<file path="src/rtl/ram_uart_pkg.sv">
// Shared types and constants for the UART-to-SRAM command sequencer.
// Command bytes, RAM widths, FSM state encoding and counter sizing helpers.
package ram_uart_pkg;

  localparam int RAM_AW = 18;
  localparam int RAM_DW = 16;

  localparam logic [7:0] CMD_WRITE = 8'h57;
  localparam logic [7:0] CMD_READ  = 8'h52;

  typedef enum logic [3:0] {
    ST_IDLE,
    ST_GET_A2,
    ST_GET_A1,
    ST_GET_A0,
    ST_GET_D1,
    ST_GET_D0,
    ST_WR_SETUP,
    ST_WR_PULSE,
    ST_WR_HOLD,
    ST_RD_STROBE,
    ST_TX_HI,
    ST_TX_LO,
    ST_TX_ACK
  } state_e;

  function automatic int max_int(input int a, input int b);
    return (a > b) ? a : b;
  endfunction

  // Bits needed to hold the value v (at least one).
  function automatic int width_for(input int v);
    return (v < 2) ? 1 : $clog2(v + 1);
  endfunction

endpackage

</file>
<file path="src/rtl/uart_ram_sequencer_if.sv">
// Bundle of UART byte streams and SRAM controller strobes around the sequencer.
// master = sequencer side, slave = the UART/controller side.
interface uart_ram_sequencer_if;
  import ram_uart_pkg::*;

  logic [7:0]        rx_data;
  logic              rx_valid;
  logic [7:0]        tx_data;
  logic              tx_valid;
  logic              tx_ready;
  logic              en;
  logic              re;
  logic              we;
  logic [RAM_AW-1:0] addr_in;
  logic [RAM_DW-1:0] data_in;
  logic [RAM_DW-1:0] data_out;
  logic              busy;
  logic              overrun;

  modport master (
    input  rx_data, rx_valid, tx_ready, data_out,
    output tx_data, tx_valid, en, re, we, addr_in, data_in, busy, overrun
  );

  modport slave (
    output rx_data, rx_valid, tx_ready, data_out,
    input  tx_data, tx_valid, en, re, we, addr_in, data_in, busy, overrun
  );

endinterface

</file>
<file path="src/rtl/uart_ram_sequencer_phase_timer.sv">
// Loadable down-counter with a zero flag; load wins over decrement and the
// count saturates at zero.
module phase_timer #(
  parameter int WIDTH = 4
) (
  input  logic             clk,
  input  logic             rst,
  input  logic             load_i,
  input  logic [WIDTH-1:0] load_val_i,
  input  logic             dec_i,
  output logic             zero_o
);

  logic [WIDTH-1:0] cnt_q;
  logic [WIDTH-1:0] cnt_d;

  always_comb begin
    cnt_d = cnt_q;
    if (load_i) begin
      cnt_d = load_val_i;
    end else if (dec_i && (cnt_q != '0)) begin
      cnt_d = cnt_q - 1'b1;
    end
  end

  always_ff @(posedge clk) begin
    if (rst) begin
      cnt_q <= '0;
    end else begin
      cnt_q <= cnt_d;
    end
  end

  assign zero_o = (cnt_q == '0);

endmodule

</file>
<file path="src/rtl/uart_ram_sequencer.sv">
// Assembles 'W'/'R' byte commands from the UART, strobes the SRAM controller
// with counted setup/pulse/hold phases, and returns read data or an ack byte.
module uart_ram_sequencer
  import ram_uart_pkg::*;
#(
  parameter int         SETUP_CYCLES   = 2,
  parameter int         PULSE_CYCLES   = 4,
  parameter int         HOLD_CYCLES    = 2,
  parameter int         READ_CYCLES    = 4,
  parameter int         TIMEOUT_CYCLES = 1000000,
  parameter logic [7:0] ACK_BYTE       = 8'h4B
) (
  input logic                  clk,
  input logic                  rst,
  uart_ram_sequencer_if.master bus
);

  // The read phase gets one extra address-settle cycle, hence READ_CYCLES (not -1).
  localparam int PH_MAX = max_int(max_int(SETUP_CYCLES - 1, PULSE_CYCLES - 1),
                                  max_int(HOLD_CYCLES - 1, READ_CYCLES));
  localparam int PH_W   = width_for(PH_MAX);
  localparam int TO_W   = width_for(TIMEOUT_CYCLES - 1);

  localparam logic [PH_W-1:0] PH_SETUP = PH_W'(SETUP_CYCLES - 1);
  localparam logic [PH_W-1:0] PH_PULSE = PH_W'(PULSE_CYCLES - 1);
  localparam logic [PH_W-1:0] PH_HOLD  = PH_W'(HOLD_CYCLES - 1);
  localparam logic [PH_W-1:0] PH_READ  = PH_W'(READ_CYCLES);
  localparam logic [TO_W-1:0] TO_LOAD  = TO_W'(TIMEOUT_CYCLES - 1);

  state_e            state_q, state_d;
  logic              cmd_wr_q, cmd_wr_d;
  logic [1:0]        a2_q, a2_d;
  logic [7:0]        a1_q, a1_d;
  logic [7:0]        a0_q, a0_d;
  logic [7:0]        d1_q, d1_d;
  logic [RAM_DW-1:0] rd_data_q, rd_data_d;
  logic [RAM_AW-1:0] addr_q, addr_d;
  logic [RAM_DW-1:0] data_q, data_d;
  logic [7:0]        tx_data_q, tx_data_d;
  logic              tx_valid_q, tx_valid_d;
  logic              en_q, en_d;
  logic              re_q, re_d;
  logic              we_q, we_d;
  logic              busy_q, busy_d;
  logic              overrun_q, overrun_d;

  logic              ph_load, ph_dec, ph_zero;
  logic [PH_W-1:0]   ph_val;
  logic              to_load, to_dec, to_zero;
  logic              in_get, in_wr, in_busy_io;

  phase_timer #(.WIDTH(PH_W)) u_phase (
    .clk        (clk),
    .rst        (rst),
    .load_i     (ph_load),
    .load_val_i (ph_val),
    .dec_i      (ph_dec),
    .zero_o     (ph_zero)
  );

  phase_timer #(.WIDTH(TO_W)) u_timeout (
    .clk        (clk),
    .rst        (rst),
    .load_i     (to_load),
    .load_val_i (TO_LOAD),
    .dec_i      (to_dec),
    .zero_o     (to_zero)
  );

  assign in_get     = state_q inside {ST_GET_A2, ST_GET_A1, ST_GET_A0, ST_GET_D1, ST_GET_D0};
  assign in_wr      = state_q inside {ST_WR_SETUP, ST_WR_PULSE, ST_WR_HOLD};
  assign in_busy_io = in_wr || (state_q inside {ST_RD_STROBE, ST_TX_HI, ST_TX_LO, ST_TX_ACK});

  always_comb begin
    state_d    = state_q;
    cmd_wr_d   = cmd_wr_q;
    a2_d       = a2_q;
    a1_d       = a1_q;
    a0_d       = a0_q;
    d1_d       = d1_q;
    rd_data_d  = rd_data_q;
    addr_d     = addr_q;
    data_d     = data_q;
    tx_data_d  = tx_data_q;
    tx_valid_d = tx_valid_q;
    ph_load    = 1'b0;
    ph_val     = PH_SETUP;
    ph_dec     = 1'b1;
    to_load    = !in_get;
    to_dec     = in_get;
    overrun_d  = bus.rx_valid && in_busy_io;

    // Strobes follow the registered state one cycle late, so they never move on
    // the same edge that loads addr_in/data_in.
    en_d = !(in_wr || ((state_q == ST_RD_STROBE) && !ph_zero));
    re_d = (state_q == ST_RD_STROBE) && !ph_zero;
    we_d = (state_q == ST_WR_PULSE);

    case (state_q)
      ST_IDLE: begin
        if (bus.rx_valid && ((bus.rx_data == CMD_WRITE) || (bus.rx_data == CMD_READ))) begin
          cmd_wr_d = (bus.rx_data == CMD_WRITE);
          state_d  = ST_GET_A2;
        end
      end
      ST_GET_A2: begin
        if (bus.rx_valid) begin
          a2_d    = bus.rx_data[1:0];
          to_load = 1'b1;
          state_d = ST_GET_A1;
        end else if (to_zero) begin
          state_d = ST_IDLE;
        end
      end
      ST_GET_A1: begin
        if (bus.rx_valid) begin
          a1_d    = bus.rx_data;
          to_load = 1'b1;
          state_d = ST_GET_A0;
        end else if (to_zero) begin
          state_d = ST_IDLE;
        end
      end
      ST_GET_A0: begin
        if (bus.rx_valid) begin
          to_load = 1'b1;
          if (cmd_wr_q) begin
            a0_d    = bus.rx_data;
            state_d = ST_GET_D1;
          end else begin
            addr_d  = {a2_q, a1_q, bus.rx_data};
            ph_load = 1'b1;
            ph_val  = PH_READ;
            state_d = ST_RD_STROBE;
          end
        end else if (to_zero) begin
          state_d = ST_IDLE;
        end
      end
      ST_GET_D1: begin
        if (bus.rx_valid) begin
          d1_d    = bus.rx_data;
          to_load = 1'b1;
          state_d = ST_GET_D0;
        end else if (to_zero) begin
          state_d = ST_IDLE;
        end
      end
      ST_GET_D0: begin
        if (bus.rx_valid) begin
          addr_d  = {a2_q, a1_q, a0_q};
          data_d  = {d1_q, bus.rx_data};
          to_load = 1'b1;
          ph_load = 1'b1;
          ph_val  = PH_SETUP;
          state_d = ST_WR_SETUP;
        end else if (to_zero) begin
          state_d = ST_IDLE;
        end
      end
      ST_WR_SETUP: begin
        if (ph_zero) begin
          ph_load = 1'b1;
          ph_val  = PH_PULSE;
          state_d = ST_WR_PULSE;
        end
      end
      ST_WR_PULSE: begin
        if (ph_zero) begin
          ph_load = 1'b1;
          ph_val  = PH_HOLD;
          state_d = ST_WR_HOLD;
        end
      end
      ST_WR_HOLD: begin
        if (ph_zero) begin
          tx_data_d  = ACK_BYTE;
          tx_valid_d = 1'b1;
          state_d    = ST_TX_ACK;
        end
      end
      ST_RD_STROBE: begin
        // Last cycle with re high: capture read data and present the high byte.
        if (ph_zero) begin
          rd_data_d  = bus.data_out;
          tx_data_d  = bus.data_out[15:8];
          tx_valid_d = 1'b1;
          state_d    = ST_TX_HI;
        end
      end
      ST_TX_HI: begin
        if (bus.tx_ready) begin
          tx_data_d  = rd_data_q[7:0];
          tx_valid_d = 1'b1;
          state_d    = ST_TX_LO;
        end
      end
      ST_TX_LO, ST_TX_ACK: begin
        if (bus.tx_ready) begin
          tx_valid_d = 1'b0;
          state_d    = ST_IDLE;
        end
      end
      default: begin
        state_d = ST_IDLE;
      end
    endcase

    busy_d = (state_d != ST_IDLE);
  end

  always_ff @(posedge clk) begin
    if (rst) begin
      state_q    <= ST_IDLE;
      cmd_wr_q   <= 1'b0;
      a2_q       <= '0;
      a1_q       <= '0;
      a0_q       <= '0;
      d1_q       <= '0;
      rd_data_q  <= '0;
      addr_q     <= '0;
      data_q     <= '0;
      tx_data_q  <= '0;
      tx_valid_q <= 1'b0;
      en_q       <= 1'b1;
      re_q       <= 1'b0;
      we_q       <= 1'b0;
      busy_q     <= 1'b0;
      overrun_q  <= 1'b0;
    end else begin
      state_q    <= state_d;
      cmd_wr_q   <= cmd_wr_d;
      a2_q       <= a2_d;
      a1_q       <= a1_d;
      a0_q       <= a0_d;
      d1_q       <= d1_d;
      rd_data_q  <= rd_data_d;
      addr_q     <= addr_d;
      data_q     <= data_d;
      tx_data_q  <= tx_data_d;
      tx_valid_q <= tx_valid_d;
      en_q       <= en_d;
      re_q       <= re_d;
      we_q       <= we_d;
      busy_q     <= busy_d;
      overrun_q  <= overrun_d;
    end
  end

  assign bus.tx_data  = tx_data_q;
  assign bus.tx_valid = tx_valid_q;
  assign bus.en       = en_q;
  assign bus.re       = re_q;
  assign bus.we       = we_q;
  assign bus.addr_in  = addr_q;
  assign bus.data_in  = data_q;
  assign bus.busy     = busy_q;
  assign bus.overrun  = overrun_q;

endmodule

</file>
<file path="src/flat_wrapper.sv">
// flat-port wrapper written by rule: the top's interface ports become plain ports
module uart_ram_sequencer_flat import ram_uart_pkg::*;
#(
  parameter int         SETUP_CYCLES   = 2,
  parameter int         PULSE_CYCLES   = 4,
  parameter int         HOLD_CYCLES    = 2,
  parameter int         READ_CYCLES    = 4,
  parameter int         TIMEOUT_CYCLES = 1000000,
  parameter logic [7:0] ACK_BYTE       = 8'h4B
)
  (clk, rst, bus_rx_data, bus_rx_valid, bus_tx_ready, bus_data_out, bus_tx_data, bus_tx_valid, bus_en, bus_re, bus_we, bus_addr_in, bus_data_in, bus_busy, bus_overrun);
  uart_ram_sequencer_if bus_i ();
  input logic clk;
  input logic rst;
  input wire logic [$bits(bus_i.rx_data)-1:0] bus_rx_data;
  input wire logic [$bits(bus_i.rx_valid)-1:0] bus_rx_valid;
  input wire logic [$bits(bus_i.tx_ready)-1:0] bus_tx_ready;
  input wire logic [$bits(bus_i.data_out)-1:0] bus_data_out;
  output wire logic [$bits(bus_i.tx_data)-1:0] bus_tx_data;
  output wire logic [$bits(bus_i.tx_valid)-1:0] bus_tx_valid;
  output wire logic [$bits(bus_i.en)-1:0] bus_en;
  output wire logic [$bits(bus_i.re)-1:0] bus_re;
  output wire logic [$bits(bus_i.we)-1:0] bus_we;
  output wire logic [$bits(bus_i.addr_in)-1:0] bus_addr_in;
  output wire logic [$bits(bus_i.data_in)-1:0] bus_data_in;
  output wire logic [$bits(bus_i.busy)-1:0] bus_busy;
  output wire logic [$bits(bus_i.overrun)-1:0] bus_overrun;
  assign bus_i.rx_data = bus_rx_data;
  assign bus_i.rx_valid = bus_rx_valid;
  assign bus_i.tx_ready = bus_tx_ready;
  assign bus_i.data_out = bus_data_out;
  assign bus_tx_data = bus_i.tx_data;
  assign bus_tx_valid = bus_i.tx_valid;
  assign bus_en = bus_i.en;
  assign bus_re = bus_i.re;
  assign bus_we = bus_i.we;
  assign bus_addr_in = bus_i.addr_in;
  assign bus_data_in = bus_i.data_in;
  assign bus_busy = bus_i.busy;
  assign bus_overrun = bus_i.overrun;
  uart_ram_sequencer #(.SETUP_CYCLES(SETUP_CYCLES), .PULSE_CYCLES(PULSE_CYCLES), .HOLD_CYCLES(HOLD_CYCLES), .READ_CYCLES(READ_CYCLES), .TIMEOUT_CYCLES(TIMEOUT_CYCLES), .ACK_BYTE(ACK_BYTE)) u_core (.clk(clk), .rst(rst), .bus(bus_i));
endmodule
</file>
<file path="config.mk">
export PLATFORM = sky130hd
export DESIGN_NAME = uart_ram_sequencer_flat
export DESIGN_NICKNAME = d
export VERILOG_FILES = /design/src/rtl/ram_uart_pkg.sv /design/src/rtl/uart_ram_sequencer_if.sv /design/src/rtl/uart_ram_sequencer_phase_timer.sv /design/src/rtl/uart_ram_sequencer.sv /design/src/flat_wrapper.sv
export SDC_FILE = /design/constraint.sdc
export NUM_CORES = 1
export LEC_CHECK = 0
export ABC_AREA = 1
export CAP_MARGIN = 25
export CORE_UTILIZATION = 55
export DETAILED_ROUTE_END_ITERATION = 10
export PLACE_DENSITY = 0.8
export REMOVE_ABC_BUFFERS = 1
export SLEW_MARGIN = 20
export SYNTH_ARGS = -nofsm -noshare
export SYNTH_HDL_FRONTEND = slang
export SYNTH_HIERARCHICAL = 1
export SYNTH_SLANG_ARGS = --single-unit
</file>
<file path="constraint.sdc">
create_clock -name clk -period 3.1 [get_ports clk]
set_input_delay 0.93 -clock clk [delete_from_list [all_inputs] [get_ports clk]]
set_output_delay 0.93 -clock clk [all_outputs]
set_load 0.02 [all_outputs]
</file>
Word-level counts from Yosys, hierarchy flattened
Index checks and enable logic that the tools add are counted.
- multiplexer cells: 42
- reductions and logical operators: 39
- add/subtract/negate cells: 2
- eq/ne operators: 22
- operators with widths (kind ; count):
    $mux W4 ; 14
    $mux W18 ; 3
    $pmux W4 S12 ; 1
    $mux W20 ; 2
    $pmux W18 S2 ; 1
    $mux W8 ; 3
    $pmux W8 S3 ; 1
    $eq A4 B4 Y1 const B ; 5
    $logic_not A20 Y1 ; 1
    $reduce_bool A20 Y1 ; 1
    $sub A20 B1 Y20 const B ; 1
    $eq A4 B3 Y1 const B ; 4
    $eq A8 B7 Y1 const B ; 2
    $mux W3 ; 4
    $reduce_and A2 Y1 ; 6
    $reduce_and A4 Y1 ; 3
    $reduce_bool A3 Y1 ; 4
    $ne A2 B2 Y1 const B ; 5
    $mux W1 ; 9
    $eq A4 B2 Y1 const B ; 2
    $reduce_bool A4 Y1 ; 2
    $reduce_or A2 Y1 ; 4
    $ne A2 B1 Y1 const B ; 3
    $pmux W1 S3 ; 2
    13 further kinds ; 22
- output and inout bits: 48
- bits in registers: 110
- word-level logic and storage cells: 124

Depth between registers and ports, before layout
Gate-level depths: netlist of the first run.
- depth after elaboration: 6
- mapped depth: 15
- depth with buffers taken out: 15

By module
The synthesis of the first run kept the hierarchy.
- by module, submodules not included (module ; times used ; cells each ; area an instance (µm²)):
    uart_ram_sequencer ; 1 ; 489 ; 3648.5
    phase_timer at u_core.u_timeout ; 1 ; 244 ; 1592.8
    phase_timer at u_core.u_phase ; 1 ; 34 ; 201.4

Least setup slack after synthesis of the first run
No wires, ideal clock.
- path kind: flip-flop to flip-flop
- start point: register u_core.state_q[2]
- end point: register u_core.u_timeout.cnt_q[11]
- path buffers: 2
- cell stages (with the launch flop): 13
- setup slack: 724 ps
- clock period less this slack: 2376 ps
- setup time: 66 ps
- arrival: 2310 ps
- cells stage by stage: dfxtp_1 -> inv_1 -> nor2_4 -> buf_2 -> nand2_1 -> o21ai_0 -> nand2_1 -> inv_2 -> clkbuf_1 -> nand3_1 -> nand2_1 -> nand2_2 -> a21oi_2
- cells in the longest elaborated chain, start to end: 6
- RTL lines (what ; RTL line ; text):
    start: declaration ; uart_ram_sequencer.sv:30 ; state_e state_q, state_d;
    start signal: assignment ; uart_ram_sequencer.sv:231 ; state_q <= state_d;
    $eq A4 B1 Y1 (tied with other cells) ; uart_ram_sequencer.sv:70 ; assign in_get = state_q inside {ST_GET_A2, ST_GET_A1, ST_GET_A0, ST_GET_D1, ST_GET_D0};
    $reduce_bool A5 Y1 * ; uart_ram_sequencer.sv:70 ;
    named net u_core.in_get ; uart_ram_sequencer.sv:50 ; logic in_get, in_wr, in_busy_io;
    $logic_not A1 Y1 * ; uart_ram_sequencer.sv:89 ; to_load = !in_get;
    $mux W1 ; - ;
    $mux W1 * ; - ;
    named net u_core.to_load ; uart_ram_sequencer.sv:49 ; logic to_load, to_dec, to_zero;
    $reduce_or A2 Y1 (no source line) * ; - ;
    end signal: assignment ; uart_ram_sequencer_phase_timer.sv:30 ; cnt_q <= cnt_d;
    end: declaration ; uart_ram_sequencer_phase_timer.sv:14 ; logic [WIDTH-1:0] cnt_q;
The timed path passes the listed nets; every way through them passes the cells marked *.
A chain may end at the register's enable or synchronous reset.

Worst setup path after layout of the first run
- start point: register u_core.state_q[2]
- end point: register u_core.u_timeout.cnt_q[17]
- cells in the longest elaborated chain, start to end: 6
- RTL lines (what ; RTL line):
    $eq A4 B1 Y1 (tied with other cells) ; uart_ram_sequencer.sv:70
    $reduce_bool A5 Y1 * ; uart_ram_sequencer.sv:70
    named net u_core.in_get ; uart_ram_sequencer.sv:50
    $logic_not A1 Y1 * ; uart_ram_sequencer.sv:89
    $mux W1 ; -
    $mux W1 * ; -
    named net u_core.to_load ; uart_ram_sequencer.sv:49
    $mux W20 / $reduce_bool A2 Y1 (equally long branches) ; -
Marks and branches as above.

==> results of run 1 <==
## cell usage after synthesis, types with 4 or more instances
cell,n,area share (%)
inv_2,6,0.41
a21oi_1,74,6.8
a21oi_2,9,1.4
buf_2,5,0.46
nand3_1,55,5.1
nor2_4,9,1.9
o21ai_1,23,2.1
a31oi_1,12,1.4
nand4_1,5,0.57
xor2_1,7,1.1
nor2_1,74,5.1
nand2_1,150,10
nand2_2,17,2.0
nor2_2,11,1.3
o21ai_0,62,5.7
clkbuf_1,18,1.2
dfxtp_1,110,40
ha_1,4,0.92
inv_1,82,5.7
## power groups by stage
stage / clock network, uW / registers [uW] / logic, uW
3_5_place_dp: 0 / 1500 / 360
6_report: 833 / 1460 / 366
5_1_grt: 905 / 1470 / 407
4_1_cts: 855 / 1460 / 361
2_1_floorplan: 0 / 1490 / 224
3_3_place_gp: 0 / 1500 / 336
## final cells by class
class	instances	area [um^2]
timing repair buffer	86	846
inverter	89	347
clock inverter	7	63.8
clock buffer	9	124
fill	812	2870
sequential	110	2200
multi-input combinational	557	2800
tap	129	161
## worst paths after layout
check,cells past startpoint,start,slack [ns],endpoint
max,11,u_core/state_q[2],0.71,u_core/u_timeout/cnt_q[17]
min,2,u_core/d1_q[4],0.45,u_core/d1_q[4]
max reg2reg,11,u_core/state_q[2],0.71,u_core/u_timeout/cnt_q[17]
min reg2reg,2,u_core/d1_q[4],0.45,u_core/d1_q[4]
## metrics by stage
step	worst slack (ns)	area [um^2]	utilization (%)	instances
final	0.708	6550	69.5	987
after global routing	0.431	6550	69.5	987
after CTS	0.604	6550	69.5	987
after detailed placement	0.365	6360	67.5	971
after global placement	0.502	6360	67.5	971
after floorplan	0.387	5350	-	756
## registers in the layout (all words and copies together), names as in the netlist
register and flops:
u_core/bus.addr_in 18, u_core/bus.we 1, u_core/bus.tx_data 8, u_core/rd_data_q 8, u_core/state_q 4, u_core/a1_q 8
u_core/a2_q 2, u_core/bus.busy 1, u_core/cmd_wr_q 1, u_core/u_phase/cnt_q 3, u_core/bus.data_in 16, u_core/a0_q 8
u_core/bus.tx_valid 1, u_core/bus.overrun 1, u_core/d1_q 8, u_core/u_timeout/cnt_q 20, u_core/bus.en 1, u_core/bus.re 1
## critical path, cell delays in order (launching register included)
cell and delay, ns:
dfxtp_1 0.46, inv_1 0.15, nor2_4 0.36, nand2_1 0.12
o21ai_0 0.10, buf_4 0.19, nand2_1 0.09, inv_2 0.31
nand3_2 0.25, a21oi_1 0.17, nor2_1 0.06, nor2_1 0.07
## cells by family (layout without fill, tap and decap cells)
| family | Yosys count | in the layout | synth area share (%) |
|---|---|---|---|
| adder cells (fa/ha/maj) | 4 | 4 | 0.920 |
| multiplexers | 2 | 2 | 0.368 |
| XOR/XNOR | 10 | 10 | 1.61 |
| flip-flops | 110 | 110 | 40.5 |
| AO/OA/AOI/OAI | 186 | 186 | 18.3 |
| buffers and inverters | 119 | 191 | 9.33 |
| other | 2 | 21 | 0.138 |
| AND/OR/NAND/NOR | 334 | 334 | 28.9 |
## metal layers
layer,wire [um],track usage (%),vias to the layer above
li1,-,-,2635
met3,597,4.42,21
met4,257,9.59,0
met1,5700,32.7,2374
met2,6500,47.0,148
met5,0,0,-
==> metrics.csv, run 1 <==
metric,value,unit
status,finished clean,
Root Driver,clkbuf_8,
slew of the pin with the lowest slew margin,0.701,ns
switch share,29.2,%
remaining antenna violation count,0,
Yosys cell types,38,
TritonCTS clock tree,done,
layout cells sized above 1,10.5,%
HPWL after detailed placement,9430,um
Inserted Clock Buffers,9,
Slew Limit Fails,0,
WP data arrival,2.70,ns
most frequent cells in the layout,"nand2_1 (150), dfxtp_1 (110), inv_1 (82)",
Wirelength per Cell,13.2,um
final net count,885,
Initial Util,57.8,%
vias in the first global route,4804,
Flop pwr share,55.0,%
mapped cell area,5440,um^2
Hold Crit Class,reg -> reg,
# resized after CTS,0,
setup TNS,0,ns
post-layout min period,2.39,ns
gr ovfl total,0,
DR vias,5178,
die height,101,um
clock network power share,31.3,%
Ports,76,
Max Clock Freq,0.418,GHz
required time of the critical path,3.41,ns
clk slew on worst S/H paths,0.11,ns
Seq cells post-synth,110,
Logic pwr share,13.7,%
n_diodes,0,
"EDFF count, synth",0,
Int Pwr,1890,uW
worst hold margin,0.447,ns
DRC,0,
Post-CTS Setup Inserts,0,
first-pass GRT wire length,21800,um
DR vias/cell,5.25,
power density over the cells,407,nW/um^2
drt pass-1 iters,5,
routed wire length,13100,um
VDD IR max,0.000286,V
sequential area share after synthesis,40.5,%
CTS Buffer Depth,2,
gp weighted congestion,0.910,
Worst Skew,0.0135,ns
initial antenna violation count,0,
crit-path max FO,18,
Core Box Area,9420,um^2
cts hold-fix bufs,0,
Gate Count Post-Synth,767,
area delta synth->final,20.3,%
drt initial violations,229,
IO buf count,75,
max cap viols,0,
RSZ-0062 raised after global routing,false,
Die Wd,101,um
total track usage,26.6,%
FP Rows,35,
leakage power,0.00264,uW
clk_lat worst skew,0.37,ns
clk sinks,110,
setup violators final,0,
Syn Area/Cell,7.10,um^2
dominant synthesized flop cell,dfxtp_1,
Design Power,2660,uW
largest net degree at the start of global routing,63,
Final Hold Vio Count,0,
Final Cycle Share,77.2,%
asr flop ratio synth,0,%
"commonest non-fill, non-tap cell in the layout",nand2_1,
Relative slew margins,52.5,%
die area,10300,um^2
Synthesis Warnings,6,
Startpoint Class,register,
CP Capture Type,register,
NetSw,777,uW
H-tree levels,3,
type of the worst setup path,reg -> reg,
Power figures use the tool's default switching activity.
==> inputs of run 2 (changes only) <==
==> constraint.sdc (replaced) <==
create_clock -name clk -period 2.4 [get_ports clk]
set_input_delay 0.72 -clock clk [delete_from_list [all_inputs] [get_ports clk]]
set_output_delay 0.72 -clock clk [all_outputs]
set_load 0.02 [all_outputs]
==> run 2 against run 1 <==
Critical endpoint is now u_core/u_phase/cnt_q[1]; die area stayed put; wire length shrank 0.18%; sequential power up 29%.
==> metrics.csv, run 2 (synthesized netlist as in run 1, its figures left out) <==
metric,value,unit
status,finished clean,
Startpoint Class,register,
leakage power,0.00275,uW
FP Rows,35,
cts hold-fix bufs,0,
vias in the first global route,4804,
cell breakdown of the critical path,inv_1 > ha_1 > ha_1 > inv_1 > o311ai_0 > dlymetal6s2s_1 > inv_2 > nand2_1 > inv_1 > nor2_1 > nor2_1,
die area,10300,um^2
VDD IR max,0.000377,V
drt pass-1 iters,5,
Initial Util,57.8,%
final net count,903,
Wirelength per Cell,13.0,um
IO buf count,75,
Hold Path Origin,u_core/bus.data_in[4],
required time of the critical path,2.67,ns
"commonest non-fill, non-tap cell in the layout",nand2_1,
layout cells sized above 1,12.2,%
Post-CTS Setup Inserts,0,
Inserted Clock Buffers,9,
Area after DPL,6510,um^2
DR vias,5294,
slowest stage cell on the critical path,o311ai_0,
total track usage,26.7,%
Core Box Area,9420,um^2
CP top delay family,buffers and inverters,
FF-to-FF Start,u_core/u_phase/cnt_q[0],
area delta synth->final,23.2,%
largest net degree at the start of global routing,71,
setup violators final,0,
Root Driver,clkbuf_8,
HPWL after detailed placement,9410,um
Design Power,3400,uW
Slew Limit Fails,0,
Final Worst Setup Slack,0.267,ns
Final Cycle Share,88.9,%
Final Instance Area,6700,um^2
DR vias/cell,5.27,
delay of the slowest cell on the worst path,0.53,ns
H-tree levels,3,
die height,101,um
DRC,0,
Final Hold Vio Count,0,
CP Capture Type,register,
routed wire length,13000,um
drt initial violations,251,
Die Wd,101,um
max cap viols,0,
clk slew on worst S/H paths,0.10,ns
post-layout min period,2.13,ns
Critical Path Start,u_core/u_phase/cnt_q[0],
max FFs per register,20,
n_diodes,0,
power density over the cells,507,nW/um^2
RSZ-0062 raised after global routing,false,
Most common cell on crit path,inv_1,
dpl ws,0.0269,ns
Biggest register,u_core/u_timeout/cnt_q,
CTS Buffer Depth,2,
gr ovfl total,0,
remaining antenna violation count,0,
# resized after CTS,0,
Max Clock Freq,0.469,GHz
clk_lat worst skew,0.37,ns
gp weighted congestion,0.918,
Hold Crit Class,reg -> reg,
crit-path max FO,4,
initial antenna violation count,0,
type of the worst setup path,reg -> reg,
Worst Skew,0.00766,ns
WP data arrival,2.40,ns
most frequent cells in the layout,"nand2_1 (150), dfxtp_1 (110), inv_1 (82)",
Ports,76,
CP Buf/Inv Count,5,
first-pass GRT wire length,22000,um
Relative slew margins,62.1,%
fill cell count,792,
clk sinks,110,
slew of the pin with the lowest slew margin,0.561,ns
TritonCTS clock tree,done,
-- run 2: cell count changes in the layout (fill, tap and decap cells not counted), sizes merged --
cell and change:
buf +17, clkinv +1, dlymetal6s2s +1, inv -1
-- run 2: final cells by class --
type / instances / area, um^2 / area share, %
multi-input combinational: 557 / 2800 / 41.8
clock inverter: 7 / 55.1 / 0.821
tap: 129 / 161 / 2.41
inverter: 89 / 347 / 5.17
timing repair buffer: 104 / 1010 / 15.1
clock buffer: 9 / 124 / 1.85
sequential: 110 / 2200 / 32.8
-- run 2: metal layers --
metal  global-route usage (%)  routed length (um)  up-vias
met5                        0                   0        -
met4                     8.81                 203        0
met3                     4.42                 690       19
met2                     46.2                6390      167
met1                     33.9                5750     2423
li1                         -                   -     2685
-- run 2: tightest hold or removal path, delay by kind of cell, from the launching register on --
kind	cells	cell delay, ns
buffers and inverters	1	0.04
flip-flops	1	0.32
AO/OA/AOI/OAI	1	0.05
-- run 2: path summary, 6_finish.rpt --
path / to / slack (ns) / cells past startpoint
worst max-delay path: u_core/u_phase/cnt_q[1] / 0.27 / 11
worst min register to register: u_core/bus.data_in[4] / 0.45 / 2
worst max register to register: u_core/u_phase/cnt_q[1] / 0.27 / 11
worst min-delay path: u_core/bus.data_in[4] / 0.45 / 2
-- run 2: power breakdown --
| part | internal [uW] | switching, uW |
|---|---|---|
| clock | 391 | 638 |
| sequential | 1860 | 33.1 |
| combinational | 182 | 297 |
| total | 2430 | 968 |
-- run 2: metrics by stage --
step                      hold WS [ns]  TNS (ns)  utilization (%)  cells
after floorplan                  0.422     -5.58                -    756
after global placement           0.427         0             69.2    988
after detailed placement         0.434         0             69.2    988
after CTS                        0.449         0             71.1   1004
after global routing             0.464         0             71.2   1005
final                            0.446         0             71.2   1005
==> inputs of run 3 (changes only) <==
--- a/config.mk
+++ b/config.mk
@@ -5,11 +5,10 @@
 export SDC_FILE = /design/constraint.sdc
 export NUM_CORES = 1
 export LEC_CHECK = 0
-export ABC_AREA = 1
 export CAP_MARGIN = 25
 export CORE_UTILIZATION = 55
 export DETAILED_ROUTE_END_ITERATION = 10
-export PLACE_DENSITY = 0.8
+export PLACE_DENSITY = 0.81
 export REMOVE_ABC_BUFFERS = 1
 export SLEW_MARGIN = 20
 export SYNTH_ARGS = -nofsm -noshare
==> constraint.sdc (replaced) <==
create_clock -name clk -period 2.7 [get_ports clk]
set_input_delay 0.81 -clock clk [delete_from_list [all_inputs] [get_ports clk]]
set_output_delay 0.81 -clock clk [all_outputs]
set_load 0.02 [all_outputs]
==> run 3 against run 2 <==
The run now ends with design-rule violations left; non-clock buffer count is 9 higher; area after synthesis is 6.0% lower; sequential share of layout area increased by 1.5 points; combinational power barely moved; clock power rose by 4%; critical path type unchanged; largest power group unchanged.
==> metrics.csv, run 3 <==
metric,value,unit
Worst Skew,0.0186,ns
post-layout min period,2.47,ns
Synth Area in Compound Gates,17.2,%
Final Worst Setup Slack,0.232,ns
n_diodes,0,
Area after DPL,6180,um^2
gr ovfl total,0,
gp weighted congestion,0.886,
CP Capture Type,register,
Root Driver,clkbuf_8,
initial antenna violation count,0,
slowest stage cell on the critical path,or4_4,
DR vias,4631,
first-pass GRT wire length,20300,um
commonest cells in the netlist,"dfxtp_1 (110), nand2_1 (88), a21oi_1 (60), nor2_1 (60), a211oi_1 (33)",
TritonCTS clock tree,done,
Seq cells post-synth,110,
drt initial violations,261,
Synth area leader,dfxtp_1,
DRC,8,
delay of the slowest cell on the worst path,0.59,ns
synthesized-area fraction occupied by and/or/nand/nor cells,25.7,%
RSZ-0062 raised after global routing,false,
Post-Place Cells,808,
required time of the critical path,2.95,ns
Post-CTS Setup Inserts,0,
total track usage,25.8,%
die height,98.5,um
"reg-to-reg slack, setup",0.23,ns
Worst R2R Path Depth,7,
sequential area share after synthesis,43.0,%
Ports,76,
Synth Area in Adders,0.978,%
Crit path depth,7,
crit-path max FO,6,
cell breakdown of the critical path,or4_4 > nor3_2 > and2_4 > nor3_1 > a211oi_2 > a41oi_1 > or4_1,
Inserted Clock Buffers,9,
CP Buf/Inv Count,0,
remaining antenna violation count,0,
Biggest register,u_core/u_timeout/cnt_q,
Hold Crit Depth,2,
status,finished with violations,
Die Wd,98.5,um
failing checks,design-rule violations,
"commonest non-fill, non-tap cell in the layout",dfxtp_1,
Syn Area/Cell,8.41,um^2
Synthesis Warnings,6,
DR vias/cell,5.62,
die area,9700,um^2
layout cells sized above 1,11.5,%
Initial Util,57.8,%
dpl ws,-0.0194,ns
asr flop ratio synth,0,%
post-layout util,72.5,%
Final Instance Area,6420,um^2
setup violators final,0,
most frequent cells in the layout,"dfxtp_1 (110), nand2_1 (88), clkdlybuf4s50_1 (74)",
Slew Limit Fails,0,
Core Box Area,8850,um^2
"EDFF count, synth",0,
drt pass-1 iters,10,
most common cell in the netlist,dfxtp_1,
max cap viols,0,
final net count,743,
ranking of synthesized cells by area,"dfxtp_1 (43%), nand2_1 (6.5%), a21oi_1 (5.9%), mux2i_1 (4.9%), a211oi_1 (4.8%)",
Wirelength per Cell,14.7,um
clk sinks,110,
Final Hold Vio Count,0,
multiplexer share of the synthesized area,4.89,%
routed wire length,12100,um
Relative slew margins,65.4,%
VDD IR max,0.000322,V
Hold Crit Class,reg -> reg,
max FFs per register,20,
main combinational cell family by area after synthesis,simple AND/OR/NAND/NOR gates,
Max Clock Freq,0.405,GHz
dominant synthesized flop cell,dfxtp_1,
IO buf count,75,
Final Non-Filler Cells,824,
mapped cell area,5120,um^2
CTS Buffer Depth,2,
clk_lat worst skew,0.37,ns
slew of the pin with the lowest slew margin,0.514,ns
area delta synth->final,25.3,%
clk slew on worst S/H paths,0.11,ns
Startpoint Class,register,
Synth top area share,43.0,%
power density over the cells,506,nW/um^2
CP top delay family,simple AND/OR/NAND/NOR gates,
H-tree levels,3,
Gate Count Post-Synth,609,
type of the worst setup path,reg -> reg,
FP Rows,34,
vias in the first global route,4371,
largest net degree at the start of global routing,106,
Final Cycle Share,91.4,%
Yosys cell types,67,
Synth Area in XOR/XNOR,2.74,%
HPWL after detailed placement,8400,um
WP data arrival,2.72,ns
leakage power,0.00221,uW
==> run 3: through the flow <==
| stage | power (uW) | TNS [ns] | hold WS (ns) |
|---|---|---|---|
| after CTS | 3260 | 0 | 0.458 |
| final | 3240 | 0 | 0.455 |
| after detailed placement | 2200 | -0.0221 | 0.444 |
| after global placement | 2180 | 0 | 0.438 |
| after global routing | 3390 | 0 | 0.476 |
| after floorplan | 1990 | -0.785 | 0.425 |
==> run 3: worst register-to-register path: cells and delay by family, from the launching register on <==
| family | cells | cell delay [ns] |
|---|---|---|
| and+or+nand+nor | 5 | 1.64 |
| DFF | 1 | 0.37 |
| AOI/OAI and AO/OA | 2 | 0.37 |
==> run 3: path summary, 6_finish.rpt <==
kind / startpoint / end
max: u_core/u_timeout/cnt_q[7] / u_core/bus.busy
min: u_core/bus.addr_in[12] / u_core/bus.addr_in[12]
max reg2reg: u_core/u_timeout/cnt_q[7] / u_core/bus.busy
min reg2reg: u_core/bus.addr_in[12] / u_core/bus.addr_in[12]
==> run 3: layout make-up <==
class                      instances  area [um^2]
clock buffer                       9          124
clock inverter                     7          104
fill                             706         2430
inverter                          15         56.3
multi-input combinational        462         2730
sequential                       110         2200
tap                              108          135
timing repair buffer             113         1070
==> run 3: report_power, final <==
part / switching (uW) / internal, uW
clock network: 614 / 461
registers: 30.5 / 1660
logic: 270 / 209
==> run 3: kinds of logic (layout without fill, tap and decap cells) <==
family	after synthesis	count (layout)
AO/OA/AOI/OAI	138	138
buffers and inverters	56	144
AND/OR/NAND/NOR	258	258
XOR/XNOR	16	16
adder cells (fa/ha/maj)	4	4
flip-flops	110	110
other	2	21
multiplexers	25	25
==> run 3: metal layers <==
layer  vias to the layer above  GRT usage [%]  wire, um
met5                         -              0         0
met2                       126           44.2      5930
met3                        12           3.19       601
li1                       2315              -         -
met1                      2178           34.4      5470
met4                         0           7.12       138
==> run 3: timing repair <==
action / CTS / global route
pin swaps: 1 / 1
resized for setup: 1 / 2
cloned: 0 / 0
hold endpoints to repair: 0 / 0
setup endpoints to repair: 1 / 2
hold buffers: 0 / 0
